[src/rtl/hazard_pkg.sv]
// Shared types and helpers for the hazard scoreboard.
// Tracked entries carry a fixed-width tnew field. Narrower Tuse/Tnew inputs
// are zero-extended into this field, so T_W must not exceed TNEW_W.
package hazard_pkg;

    localparam int          TNEW_W    = 8;
    localparam int unsigned TUSE_NONE = 7;   // operand is not read by this instruction

    typedef struct packed {
        logic              valid;
        logic [4:0]        a3;
        logic              we;
        logic [TNEW_W-1:0] tnew;
    } entry_t;

    // One cycle closer to the result being produced, never below zero.
    function automatic logic [TNEW_W-1:0] sat_dec(input logic [TNEW_W-1:0] t);
        return (t == '0) ? '0 : t - 1'b1;
    endfunction

endpackage

[src/rtl/hazard_match.sv]
// Per-operand hazard check: finds the youngest tracked stage that writes the
// operand, raises a stall when that result arrives too late, and selects the
// forwarding stage once the result is ready.
module hazard_match
    import hazard_pkg::*;
#(
    parameter int STAGES = 3,
    parameter int T_W    = 4,
    parameter int SEL_W  = $clog2(STAGES + 1)
) (
    input  logic                 d_valid_i,
    input  logic [4:0]           r_i,
    input  logic [T_W-1:0]       tuse_i,
    input  entry_t [STAGES:1]    stage_i,
    output logic                 stall_o,
    output logic [SEL_W-1:0]     sel_o
);

    logic [STAGES:1]   hit;
    logic              found;
    logic [SEL_W-1:0]  idx;
    logic [TNEW_W-1:0] tnew;
    logic              used;

    genvar gi;
    generate
        for (gi = 1; gi <= STAGES; gi++) begin : g_hit
            assign hit[gi] = stage_i[gi].valid & stage_i[gi].we &
                             (stage_i[gi].a3 == r_i) & (r_i != 5'd0);
        end
    endgenerate

    // Priority pick: scanning oldest to youngest lets the smallest k win.
    always_comb begin
        found = 1'b0;
        idx   = '0;
        tnew  = '0;
        for (int k = STAGES; k >= 1; k--) begin
            if (hit[k]) begin
                found = 1'b1;
                idx   = SEL_W'(k);
                tnew  = stage_i[k].tnew;
            end
        end
    end

    assign used    = (tuse_i != T_W'(TUSE_NONE));
    assign stall_o = d_valid_i & used & found & (tnew > TNEW_W'(tuse_i));
    assign sel_o   = (used & found & (tnew == '0)) ? idx : '0;

endmodule

[src/rtl/hazard_scoreboard.sv]
// Tnew/Tuse hazard scoreboard for the stages after decode.
// Each stage holds {valid, a3, we, tnew}; entries advance every cycle and
// stalls only inject a bubble into stage 1. Two hazard_match instances
// produce the rs/rt stall terms and forward selects.
// Optional feature: define HAZARD_MDU_STALL_EN to also stall HI/LO users
// while the multiply/divide unit is busy or a start sits in stage 1.
module hazard_scoreboard
    import hazard_pkg::*;
#(
    parameter int STAGES = 3,
    parameter int T_W    = 4,
    parameter int SEL_W  = $clog2(STAGES + 1)
) (
    input  logic             clk,
    input  logic             reset,
    input  logic             d_valid,
    input  logic [4:0]       d_rs,
    input  logic [4:0]       d_rt,
    input  logic [T_W-1:0]   d_rs_tuse,
    input  logic [T_W-1:0]   d_rt_tuse,
    input  logic [4:0]       d_a3,
    input  logic             d_we,
    input  logic [T_W-1:0]   d_tnew,
    input  logic             d_mdu_use,
    input  logic             d_mdu_start,
    input  logic             mdu_busy,
    input  logic             flush,
    output logic             stall,
    output logic [SEL_W-1:0] fwd_rs_sel,
    output logic [SEL_W-1:0] fwd_rt_sel
);

    entry_t [STAGES:1] stage_q;
    entry_t [STAGES:1] stage_d;
    logic              stall_rs;
    logic              stall_rt;
    logic              mdu_stall;

    hazard_match #(.STAGES(STAGES), .T_W(T_W), .SEL_W(SEL_W)) u_match_rs (
        .d_valid_i (d_valid),
        .r_i       (d_rs),
        .tuse_i    (d_rs_tuse),
        .stage_i   (stage_q),
        .stall_o   (stall_rs),
        .sel_o     (fwd_rs_sel)
    );

    hazard_match #(.STAGES(STAGES), .T_W(T_W), .SEL_W(SEL_W)) u_match_rt (
        .d_valid_i (d_valid),
        .r_i       (d_rt),
        .tuse_i    (d_rt_tuse),
        .stage_i   (stage_q),
        .stall_o   (stall_rt),
        .sel_o     (fwd_rt_sel)
    );

`ifdef HAZARD_MDU_STALL_EN
    logic mdu_pend_q;
    logic mdu_pend_d;

    // Remember an MDU start that has just entered stage 1 but has not yet raised busy.
    always_comb begin
        mdu_pend_d = d_valid & ~stall & ~flush & d_mdu_start;
    end

    // Pending-start flag register.
    always_ff @(posedge clk) begin
        if (!reset) begin
            mdu_pend_q <= 1'b0;
        end else begin
            mdu_pend_q <= mdu_pend_d;
        end
    end

    assign mdu_stall = d_valid & d_mdu_use & (mdu_busy | mdu_pend_q);
`else
    logic unused_mdu;
    assign unused_mdu = ^{d_mdu_use, d_mdu_start, mdu_busy};
    assign mdu_stall  = 1'b0;
`endif

    assign stall = stall_rs | stall_rt | mdu_stall;

    // Advance all stages; stage 1 takes D or a bubble, flush kills everything.
    always_comb begin
        stage_d          = '0;
        stage_d[1].valid = d_valid & ~stall & ~flush;
        stage_d[1].a3    = d_a3;
        stage_d[1].we    = d_we;
        stage_d[1].tnew  = sat_dec(TNEW_W'(d_tnew));
        for (int k = 2; k <= STAGES; k++) begin
            stage_d[k]       = stage_q[k-1];
            stage_d[k].tnew  = sat_dec(stage_q[k-1].tnew);
            stage_d[k].valid = stage_q[k-1].valid & ~flush;
        end
    end

    // Stage registers.
    always_ff @(posedge clk) begin
        if (!reset) begin
            stage_q <= '0;
        end else begin
            stage_q <= stage_d;
        end
    end

endmodule

[config.mk]
export PLATFORM = sky130hd
export DESIGN_NAME = hazard_scoreboard
export DESIGN_NICKNAME = d
export VERILOG_FILES = /design/src/rtl/hazard_pkg.sv /design/src/rtl/hazard_match.sv /design/src/rtl/hazard_scoreboard.sv
export SDC_FILE = /design/constraint.sdc
export NUM_CORES = 1
export LEC_CHECK = 0
export ABC_AREA = 1
export CAP_MARGIN = 20
export CELL_PAD_IN_SITES_DETAIL_PLACEMENT = 1
export CELL_PAD_IN_SITES_GLOBAL_PLACEMENT = 1
export CORE_ASPECT_RATIO = 0.9
export CORE_MARGIN = 1.5
export CORE_UTILIZATION = 39
export CTS_BUF_LIST = sky130_fd_sc_hd__clkbuf_16
export DETAILED_ROUTE_END_ITERATION = 10
export GPL_ROUTABILITY_DRIVEN = 0
export PLACE_DENSITY_LB_ADDON = 0.1
export REMOVE_ABC_BUFFERS = 1
export SYNTH_ARGS = -nofsm -noshare
export SYNTH_HDL_FRONTEND = slang
export SYNTH_SLANG_ARGS = --single-unit
[constraint.sdc]
create_clock -name clk -period 3.9 [get_ports clk]
set_input_delay 0.975 -clock clk [delete_from_list [all_inputs] [get_ports clk]]
set_output_delay 0.975 -clock clk [all_outputs]
set_load 0.05 [all_outputs]
* Word level (Yosys, flattened, before mapping) *
Cells that the tools add are included.

storage, ports and cells
  flip-flop bits (word level) = 45
  output and inout port bits = 5
  word-level logic and storage cells = 88

operators by class
  add/subtract/negate cells = 3
  order comparisons = 2
  eq/ne operators = 8
  muxes and demuxes = 20
  bitwise operators = 33
  reduce and logical (&&, ||, !) cells = 10

operators with widths
  cell                 count
  $mux 8               6
  $logic_not 8->1      4
  $eq 5x5->1           6
  $and 1x1->1          29
  $gt 8x4->1           2
  $mux 2               8
  $sub 8x1->8 const B  2
  $reduce_bool 5->1    2
  $ne 4x3->1 const B   2
  $mux 1               6
  $reduce_or 2->1      3
  $sub 4x1->5 const B  1
  $logic_not 4->1      1
  $not 1->1            3
  $or 1x1->1           1

* Longest topological paths before layout *
Gate-level depths: netlist (run 1).

  depth after elaboration = 12
  mapped depth = 21
  mapped depth without buffers = 21

* Cells and area by module *
From an unflattened synthesis (run 1), not the netlist that was laid out.

unflattened totals
  cell total of the unflattened synthesis = 489
  area, all modules = 2,926.6 um^2

by module, submodules not included
  module             instances  cells an instance  area each (um^2)
  hazard_scoreboard  1          179                1,490.2
  hazard_match       2          155                718.2

* Worst setup path after synthesis (run 1) *
Ideal clock, no wire load.

  path kind = input -> output
  start = in d_rs[2]
  end = out stall
  arrival time = 3,099 ps
  setup slack = -174 ps
  cell stages on the path = 19
  path buffers = 0
  cells stage by stage = inv_1 > nand2_1 > nand2_1 > nand2_2 > nor2_8 > nand2_4 > nand3_1 > nand3_1 > nand2_1 > inv_1 > ha_1 > inv_1 > nor2_1 > o211ai_1 > nand2_1 > nand2_1 > nand2_1 > nand2_1 > a21boi_1

on the way
  longest elaborated chain between the ends = 9
  elaborated cells between the ends (all ways) = 20
  those cells by class = 1 x order compare; 3 x eq/ne; 6 x mux; 9 x bitwise; 1 x reduce/logical

ends and longest elaborated chain
  what                                                  line                     text
  from (decl)                                           hazard_scoreboard.sv:17  input logic [4:0] d_rs,
  $eq 5x5->1                                            hazard_match.sv:29       (stage_i[gi].a3 == r_i) & (r_i != 5'd0);
  $and 1x1->1                                           hazard_match.sv:28       assign hit[gi] = stage_i[gi].valid & stage_i[gi].we &
  $and 1x1->1                                           hazard_match.sv:29
  $mux 8 / $mux 1 (equally long branches) (3 in a row)  hazard_match.sv:39       if (hit[k]) begin
  $gt 8x4->1 / $and 1x1->1 (equally long branches)      hazard_match.sv:48       assign stall_o = d_valid_i & used & found & (tnew > TNEW_W'(tuse_i));
  $and 1x1->1 *                                         hazard_match.sv:48
  $or 1x1->1 *                                          hazard_scoreboard.sv:82  assign stall = stall_rs | stall_rt | mdu_stall;
  to (decl)                                             hazard_scoreboard.sv:28  output logic stall,

Every way passes the cells marked *; elsewhere a longest branch is shown, timed or not.

* Worst setup path after layout (run 1) *
Same ends and word-level chain as after synthesis.

==> flow_metrics.tcl, run 1 <==
set metrics [dict create \
    r2r_cells 20 \
    cp-start-kind "input pin" \
    peakVddDrop_uv 250 \
    antenna_found_initial 0 \
    drive_gt1_share_pct 37.3 \
    max_stage_delay_ps 250 \
    placed_cells 577 \
    cts_buffers 5 \
    comb_power_share_pct 22.4 \
    synth_area_per_cell_um2 6.52 \
    synth-edff-count 0 \
    synth_area_mm2 0.00283 \
    dieArea_mm2 0.00778 \
    grt_max_degree 24 \
    drt_iter0_markers 201 \
    critPathMaxFanout 5 \
    max_slew.worst_pin.slew_ps 635 \
    stdcell_area_mm2 0.00429 \
    p_leak_nw 2.22 \
    drv_cap 0 \
    hold_end "stage_q[15]$_SDFF_PP0_" \
    finalSetupViolCount 4 \
    drv_slew 0 \
    critPathTopFamily "simple AND/OR/NAND/NOR gates" \
    grt_first_pass_wirelength_um 14400 \
    post_dp_cell_area_mm2 0.00347 \
    min_path_type "reg2reg" \
    intPower_uw 806 \
    clock_power_share_pct 35.5 \
    placementRows 29 \
    failed_checks "setup timing" \
    cp_slowest_cell "ha_4" \
    cp.required_ps 2920 \
    drtPass1Iterations 4 \
    layout_setup_ws_ps -209 \
    cp_common_cell "nand2_2" \
    setup_tns_ps -555 \
    htree_num_levels 2 \
    nets 567 \
    r2r_setup_slack_ps 1310 \
    pwr-share-seq_pct 42.1 \
    synth.distinct_cells 32 \
    fillers 874 \
    drc_errors 0 \
    viasPerCell 5.00 \
    synth-async-reset-ratio_pct 0 \
    clock_sinks 42 \
    fin_cells 613 \
    yosys_warnings 0 \
    die_h_um 83.8 \
    power_density_mw_per_mm2 271 \
    clk_latency_ps 290 \
    route.vias.total 3068 \
    period_minus_slack_ps 4110 \
    io_pins 40 \
    end_kind "primary output" \
    synthCells 434 \
    post-route-period-util_pct 105 \
    start_util_pct 40.2 \
    timing.fmax_mhz 243 \
    sw_frac_of_total_pct 30.6 \
    grt_pass1_vias 3050 \
    holdPathStages 1 \
    synth_ff_type "dfxtp_1" \
    area_growth_pct 51.6 \
    fin_skew_ps 7.02 \
    yosysSeqAreaShare_pct 29.7 \
    reg2reg_from "stage_d[42]$_SDFF_PN0_" \
    cts_tree "built" \
    grt_overflow 0 \
    io_buffers 36 \
    hp-start "stage_q[0]$_SDFF_PP0_" \
    hold_viol 0 \
    dp_hpwl_um 5990 \
    cp.arrival_ps 3130 \
    diodes 0 \
    clockRootBuffer "clkbuf_16" \
    netSwitchingPower_uw 356 \
    wl_per_cell_um 17.5 \
    relSlewSlack_pct 57.2 \
    path_class "in2out" \
    cts.clk_slew.worst_paths_ps 60 \
    r2r-end "stage_q[14]$_SDFF_PN0_" \
    path_buf_inv 4 \
    fp.coreArea_mm2 0.00704 \
    rsz0062_at_grt "true" \
    crit_chain "buf_12 > clkinv_4 > nand2_1 > nand2_2 > nor2_4 > nand2_2 > nor2_4 > nand2_2 > inv_2 > nand2_2 > a21boi_4 > ha_4 > a21oi_2 > nand2_1 > nand2_1 > nand2_1 > nand2_2 > a21boi_2 > buf_12" \
    drt_wl_total_um 10700 \
    antenna_left 0 \
    status "finished with violations" \
    p_total_mw 1.16 \
    die_x_um 92.8 \
    grt_usage_pct 23.5 \
    ys_ff_latch 42 \
    clock_path_buffers 2 \
]
-- layout by cell type (no fill, tap or decap), drive strengths merged --
master / Yosys / layout
a21boi: 2 / 2
a21oi: 12 / 12
a31oi: 1 / 1
buf: 0 / 59
clkbuf: 2 / 5
clkdlybuf4s50: 0 / 21
clkinv: 2 / 6
dfxtp: 42 / 42
ha: 13 / 13
inv: 87 / 86
nand2: 146 / 146
nand3: 30 / 30
nand3b: 1 / 1
nand4: 5 / 5
nor2: 59 / 59
nor3: 2 / 2
nor4: 1 / 1
o211ai: 1 / 1
o21a: 1 / 1
o21ai: 5 / 5
or2: 4 / 4
xnor2: 14 / 14
xor2: 4 / 4
-- cell usage after synthesis, types with 6 or more instances --
cell | count | area share [%]
nor2_4 | 6 | 2.4
ha_1 | 13 | 5.7
xnor2_1 | 14 | 4.3
nand2_2 | 11 | 2.4
nand2_1 | 131 | 17
nand3_1 | 27 | 4.8
dfxtp_1 | 42 | 30
nor2_1 | 45 | 6.0
inv_2 | 15 | 2.0
a21oi_1 | 11 | 1.9
inv_1 | 72 | 9.5
-- power by group through the flow --
| stage | clock network [mW] | registers, mW | logic [mW] |
|---|---|---|---|
| final | 0.412 | 0.489 | 0.261 |
| after global routing | 0.440 | 0.492 | 0.284 |
| after CTS | 0.418 | 0.485 | 0.227 |
| after detailed placement | 0 | 0.494 | 0.201 |
| after global placement | 0 | 0.493 | 0.194 |
| after floorplan | 0 | 0.485 | 0.120 |
-- sequential cells by signal, summed over array words and instances, names as in the netlist --
| signal | flops |
|---|---|
| stage_d | 12 |
| stage_q | 30 |
-- logic make-up (layout without fill, tap and decap cells) --
family	count (synthesis)	count (layout)	synth area share, %
AOI/OAI and AO/OA	22	22	4.82
xor gates and xnor gates	18	18	5.57
adders and majority gates	13	13	5.74
buffers and inverters	91	177	12.1
DFF	42	42	29.7
and+or+nand+nor	248	248	42.1
-- final cells by class --
| class | instances | area [um2] | share of cell area, % |
|---|---|---|---|
| timing repair buffer | 80 | 803 | 18.7 |
| sequential | 42 | 841 | 19.6 |
| clock inverter | 3 | 17.5 | 0.408 |
| multi-input combinational | 301 | 2010 | 46.9 |
| clock buffer | 5 | 125 | 2.91 |
| tap | 93 | 116 | 2.71 |
| inverter | 89 | 375 | 8.74 |
-- worst max path at each step --
| stage | end | depth (start not counted) | start | slack [ps] |
|---|---|---|---|---|
| final | stall | 19 | d_rs[2] | -210 |
| after global routing | stall | 19 | d_rs[2] | -310 |
| after detailed placement | stall | 19 | d_rt[0] | -750 |
| after global placement | stall | 19 | d_rt[0] | -680 |
| after floorplan | stall | 19 | d_rs[2] | -170 |
| after CTS | stall | 19 | d_rs[4] | -60 |
-- repair_timing --
action / 4_1_cts / 5_1_grt
cloned: 0 / 0
gates resized for setup: 122 / 60
setup endpoints to repair: 5 / 4
hold buffers: 0 / 0
setup buffers: 21 / 7
pin swaps: 47 / 47
-- metal layers --
metal | part of all wire [%] | vias up | track usage [%]
li1 | - | 1474 | -
met3 | 4.3 | 30 | 4.46
met1 | 44 | 1479 | 31.1
met5 | 0 | - | 0
met4 | 2.9 | 0 | 7.44
met2 | 49 | 85 | 38.4
-- per-stage QoR --
| step | utilization (%) | hold WS [ps] | setup WS [ps] |
|---|---|---|---|
| finish | 61.0 | 414 | -209 |
| global route | 61.0 | 432 | -311 |
| CTS | 57.3 | 420 | -63.2 |
| detailed placement | 49.3 | 411 | -746 |
| global placement | 49.3 | 408 | -684 |
| floorplan | - | 393 | -174 |
(Power assumes the default switching activity.)
==> run 2: changes to the inputs <==
ABC_AREA = unset   (was 1)
CORE_UTILIZATION = 40   (was 39)
==> run 2 against run 1 <==
The flow finishes with violations (DRC, setup timing). Critical path depth fell by 4. Routed wire length down 20%. Synthesized cell count is 35% lower. First-iteration DRC count decreased by 6.0%. Highest routed layer unchanged.
==> flow_metrics.tcl, run 2 <==
set metrics [dict create \
    final_common_cell "buf_4" \
    grt_overflow 0 \
    synthTopCellsByArea "dfxtp_1 (34%), xnor2_1 (10%), ha_1 (6.7%)" \
    status "finished with violations" \
    drt_iter0_markers 189 \
    wl_per_cell_um 19.6 \
    startpoint "d_rs[2]" \
    ys_ff_latch 42 \
    power_density_mw_per_mm2 315 \
    synth.distinct_cells 50 \
    dp_hpwl_um 5710 \
    drv_slew 0 \
    failed_checks "DRC, setup timing" \
    finalSetupViolCount 5 \
    synth_area_mm2 0.00244 \
    cp_slowest_cell "or4_4" \
    regMostFlops "stage_q" \
    seq_area_um2 841 \
    rsz0062_at_grt "true" \
    route.vias.total 2490 \
    drc_errors 2 \
    end_kind "primary output" \
    hp-start "stage_d[38]$_SDFF_PN0_" \
    synth_common_cells "dfxtp_1 (42), nor2_1 (34), xnor2_1 (29)" \
    max_slew.worst_pin.slew_ps 723 \
    clk_latency_ps 290 \
    stdcell_area_mm2 0.00364 \
    diodes 0 \
    synth-edff-count 0 \
    dieArea_mm2 0.00659 \
    most-common-layout-cells "buf_4 (45), dfxtp_1 (42), nor2_1 (32)" \
    relSlewSlack_pct 51.4 \
    synth-async-reset-ratio_pct 0 \
    reg2reg_from "stage_d[40]$_SDFF_PN0_" \
    grt_usage_pct 24.8 \
    synth_top_cell_area_share_pct 34.4 \
    clock_sinks 42 \
    critPathTopFamily "compound AO/OA/AOI/OAI gates" \
    path_buf_inv 4 \
    holdWs_ps 447 \
    synth.most_common_cell "dfxtp_1" \
    drive_gt1_share_pct 29.2 \
    cp.arrival_ps 4070 \
    timing.fmax_mhz 198 \
    post_dp_cell_area_mm2 0.00320 \
    cp-start-kind "input pin" \
    nets 413 \
    placementRows 26 \
    yosys_warnings 0 \
    cts.clk_slew.worst_paths_ps 60 \
    post-route-period-util_pct 129 \
    max_stage_delay_ps 570 \
    start_util_pct 42.2 \
    path_class "in2out" \
    grt_pass1_vias 2605 \
    crit_chain "buf_6 > or4_4 > nor2_4 > nor4b_4 > buf_4 > buf_6 > a311oi_4 > nor2_1 > ha_1 > o211ai_1 > o2bb2ai_1 > nor3b_2 > a211o_1 > a21boi_2 > buf_12" \
    io_pins 40 \
    largest_reg_flops 30 \
    fin_skew_ps 4.86 \
    area_growth_pct 48.9 \
    synth_area_per_cell_um2 8.67 \
    p_leak_nw 1.48 \
    antenna_found_initial 0 \
    period_minus_slack_ps 5040 \
    utilization_pct 62.9 \
    antenna_left 0 \
    drtPass1Iterations 7 \
    multiInputGateArea_mm2 0.00172 \
    synth_ff_type "dfxtp_1" \
    yosysSeqAreaShare_pct 34.4 \
    synthCells 282 \
    drv_cap 0 \
    die_x_um 85.4 \
    clockRootBuffer "clkbuf_16" \
    die_h_um 77.2 \
    cts_tree "built" \
    fillers 650 \
    io_buffers 36 \
    cts_buffers 5 \
    min_path_type "reg2reg" \
    p_total_mw 1.15 \
    viasPerCell 5.71 \
    hold_viol 0 \
    htree_num_levels 2 \
    critPathMaxFanout 3 \
    grt_first_pass_wirelength_um 12800 \
    layout_setup_ws_ps -1140 \
    peakVddDrop_uv 263 \
    fp.coreArea_mm2 0.00579 \
    clock_path_buffers 2 \
    yosys.area.top_type "dfxtp_1" \
    cp_common_cell "buf_6" \
    grt_max_degree 28 \
    drt_wl_total_um 8560 \
    cp.required_ps 2920 \
]
==> run 2: cell count changes in the layout (fill, tap and decap cells not counted), moves of 15 or more <==
cell / previous run / this run
nand3_1: 18 / 3
nand2_2: 38 / 0
xnor2_1: 10 / 27
inv_1: 66 / 17
inv_2: 15 / 0
nand2_1: 98 / 8
and2_1: 0 / 21
==> run 2: routing by layer <==
metal,track usage [%],share of wire [%],routed length [um],up-vias
li1,-,-,-,1164
met5,0,0,0,-
met2,43.9,50,4310,84
met4,9.68,2.3,201,0
met3,3.55,4.7,401,20
met1,30.1,43,3650,1222
==> run 2: worst register-to-register path, delay by kind of cell (launching register included) <==
| family | cells | cell delay (ps) |
|---|---|---|
| buf+inv | 1 | 180 |
| simple gates | 5 | 900 |
| fa+ha+maj | 1 | 320 |
| xor+xnor | 1 | 180 |
| flops | 1 | 520 |
| compound gates | 5 | 1050 |
==> run 2: metrics by stage <==
stage / std cells / setup slack (ps) / setup TNS (ps)
CTS: 432 / -1040 / -1970
global placement: 421 / -1440 / -3910
floorplan: 274 / -1150 / -3120
global route: 436 / -1200 / -2580
finish: 436 / -1140 / -2180
detailed placement: 421 / -1520 / -4440
==> run 2: logic make-up (layout without fill, tap and decap cells) <==
group           after synthesis  in the layout  share of synthesized area [%]
simple gates                124            124                           27.9
compound gates               44             44                           13.8
flops                        42             42                           34.4
xor+xnor                     35             35                           12.5
buf+inv                      23            107                           4.25
fa+ha+maj                    13             13                           6.65
mux                           1              1                          0.409
==> run 2: cell type report <==
cell class / count / share of cell area [%]
timing repair buffer: 84 / 21.1
multi-input combinational: 217 / 47.4
tap: 70 / 2.41
clock buffer: 5 / 3.44
inverter: 15 / 1.55
sequential: 42 / 23.1
clock inverter: 3 / 1.03
==> run 2: final timing paths <==
check / cells after the start / slack (ps) / end
worst max-delay path: 15 / -1140 / stall
worst min-delay path: 1 / 450 / stage_q[38]$_SDFF_PN0_
worst max register to register: 13 / 630 / stage_q[14]$_SDFF_PN0_
worst min register to register: 1 / 450 / stage_q[38]$_SDFF_PN0_
==> run 2: timing repair <==
item | 4_1_cts | 5_1_grt
gates resized for setup | 69 | 16
hold buffers | 0 | 0
setup endpoints to repair | 6 | 5
pin swaps | 32 | 17
setup buffers | 4 | 4
==> run 2: where the power goes <==
group	switching (mW)	leakage, nW	internal [mW]
clock	0.164	0.0864	0.297
sequential	0.0303	0.346	0.459
combinational	0.102	1.04	0.0956
==> run 3: changes to the inputs <==
CORE_UTILIZATION = 36   (was 40)
clock period = 4.1 ns   (was 3.9 ns; I/O delays follow)
==> run 3 against run 2 <==
The run ends with setup timing left. Flip-flop and latch count did not move. Sequential share of layout area decreased by 1.1 points. First-iteration DRC count down 49%. Combinational power shrank 4%. Critical endpoint unchanged. Largest cell class unchanged. Largest power group unchanged.
==> flow_metrics.tcl, run 3 (synthesis gave the netlist of run 2 again) <==
set metrics [dict create \
    setup_tns_ps -1560 \
    timing.fmax_mhz 200 \
    most-common-layout-cells "buf_4 (52), dfxtp_1 (42), nor2_1 (32)" \
    seq_area_um2 841 \
    cp_slowest_cell "a311oi_4" \
    multiInputGateArea_mm2 0.00179 \
    dieArea_mm2 0.00730 \
    start_util_pct 37.1 \
    utilization_pct 57.9 \
    regMostFlops "stage_q" \
    grt_usage_pct 21.8 \
    startpoint "d_rs[1]" \
    hp-start "stage_d[38]$_SDFF_PN0_" \
    finalSetupViolCount 5 \
    grt_first_pass_wirelength_um 12500 \
    htree_num_levels 2 \
    clock_path_buffers 2 \
    crit_chain "buf_2 > buf_4 > xnor2_1 > o211ai_4 > or2_4 > a311oi_4 > nor2_1 > ha_1 > nor2b_1 > o211ai_1 > o2bb2ai_2 > nor3b_2 > a211o_1 > a21boi_2 > buf_12" \
    area_growth_pct 56.0 \
    die_h_um 81.2 \
    grt_max_degree 19 \
    pwr-share-seq_pct 42.0 \
    fin_cells 466 \
    route.vias.total 2465 \
    placementRows 28 \
    comb_power_share_pct 17.1 \
    nets 423 \
    fillers 764 \
    min_path_type "reg2reg" \
    reg2reg_from "stage_d[40]$_SDFF_PN0_" \
    cp.required_ps 3070 \
    clk_latency_ps 280 \
    io_buffers 36 \
    cp-start-kind "input pin" \
    cts_tree "built" \
    grt_overflow 0 \
    cts_buffers 5 \
    drc_errors 0 \
    diodes 0 \
    pre_cts_ws_ps -1450 \
    hold_viol 0 \
    layout_setup_ws_ps -911 \
    cts.clk_slew.worst_paths_ps 60 \
    netSwitchingPower_uw 289 \
    p_leak_nw 1.52 \
    largest_reg_flops 30 \
    relSlewSlack_pct 60.2 \
    final_common_cell "buf_4" \
    drive_gt1_share_pct 33.2 \
    cp.arrival_ps 3990 \
    io_pins 40 \
    max_slew.worst_pin.slew_ps 593 \
    path_class "in2out" \
    wl_per_cell_um 18.1 \
    fin_skew_ps 3.08 \
    viasPerCell 5.29 \
    drtPass1Iterations 4 \
    drv_cap 0 \
    drv_slew 0 \
    period_minus_slack_ps 5010 \
    status "finished with violations" \
    clock_sinks 42 \
    post-route-period-util_pct 122 \
    drt_iter0_markers 97 \
    sw_frac_of_total_pct 26.1 \
    antenna_found_initial 0 \
    end_kind "primary output" \
    antenna_left 0 \
    clockRootBuffer "clkbuf_16" \
    placed_cells 445 \
    clock_power_share_pct 40.9 \
    power_density_mw_per_mm2 291 \
    grt_pass1_vias 2543 \
    drt_wl_total_um 8430 \
    fp.coreArea_mm2 0.00659 \
    die_x_um 89.9 \
    failed_checks "setup timing" \
    dp_hpwl_um 5610 \
    peakVddDrop_uv 176 \
    critPathMaxFanout 6 \
    max_stage_delay_ps 360 \
    rsz0062_at_grt "true" \
    intPower_uw 819 \
]
-- run 3: repair_timing --
item,4_1_cts,5_1_grt
pin swaps,33,27
setup buffers,11,7
gates resized for setup,77,18
hold buffers,0,0
endpoints found under the setup margin,6,5
-- run 3: stage by stage --
step	total power, mW	instance area [um2]	hold slack (ps)
CTS	1.10	3660	463
global placement	0.634	3260	437
finish	1.11	3810	460
global route	1.15	3810	482
floorplan	0.550	2400	414
detailed placement	0.640	3260	443
-- run 3: final cells by class --
type	instances	share of cell area (%)
Clock buffer	5	3.28
Clock inverter	3	1.15
Inverter	15	1.48
Multi-Input combinational cell	217	46.9
Sequential cell	42	22.0
Tap cell	90	2.95
Timing Repair Buffer	94	22.2
-- run 3: path summary, 6_finish.rpt --
| kind | slack, ps | cells after the start | to |
|---|---|---|---|
| worst min register to register | 460 | 1 | stage_q[38]$_SDFF_PN0_ |
| worst max-delay path | -910 | 15 | stall |
| worst min-delay path | 460 | 1 | stage_q[38]$_SDFF_PN0_ |
| worst max register to register | 1060 | 12 | stage_q[14]$_SDFF_PN0_ |
-- run 3: power by group through the flow --
stage / Sequential [mW] / Clock (mW) / Combinational, mW
6_report: 0.465 / 0.454 / 0.190
5_1_grt: 0.467 / 0.480 / 0.207
4_1_cts: 0.463 / 0.460 / 0.179
3_5_place_dp: 0.469 / 0 / 0.170
3_3_place_gp: 0.468 / 0 / 0.166
2_1_floorplan: 0.460 / 0 / 0.0905
-- run 3: critical path, delay by kind of cell --
kind / cells / cell delay, ps
AOI/OAI and AO/OA: 6 / 1230
and+or+nand+nor: 4 / 710
buffers and inverters: 3 / 420
adders and majority gates: 1 / 320
xor gates and xnor gates: 1 / 280
-- run 3: metal layers --
metal	vias to the layer above	routed length, um	track usage, %
met5	-	0	0
met3	14	324	3.84
met2	48	4260	39.4
li1	1194	-	-
met4	0	163	6.35
met1	1209	3690	27.0
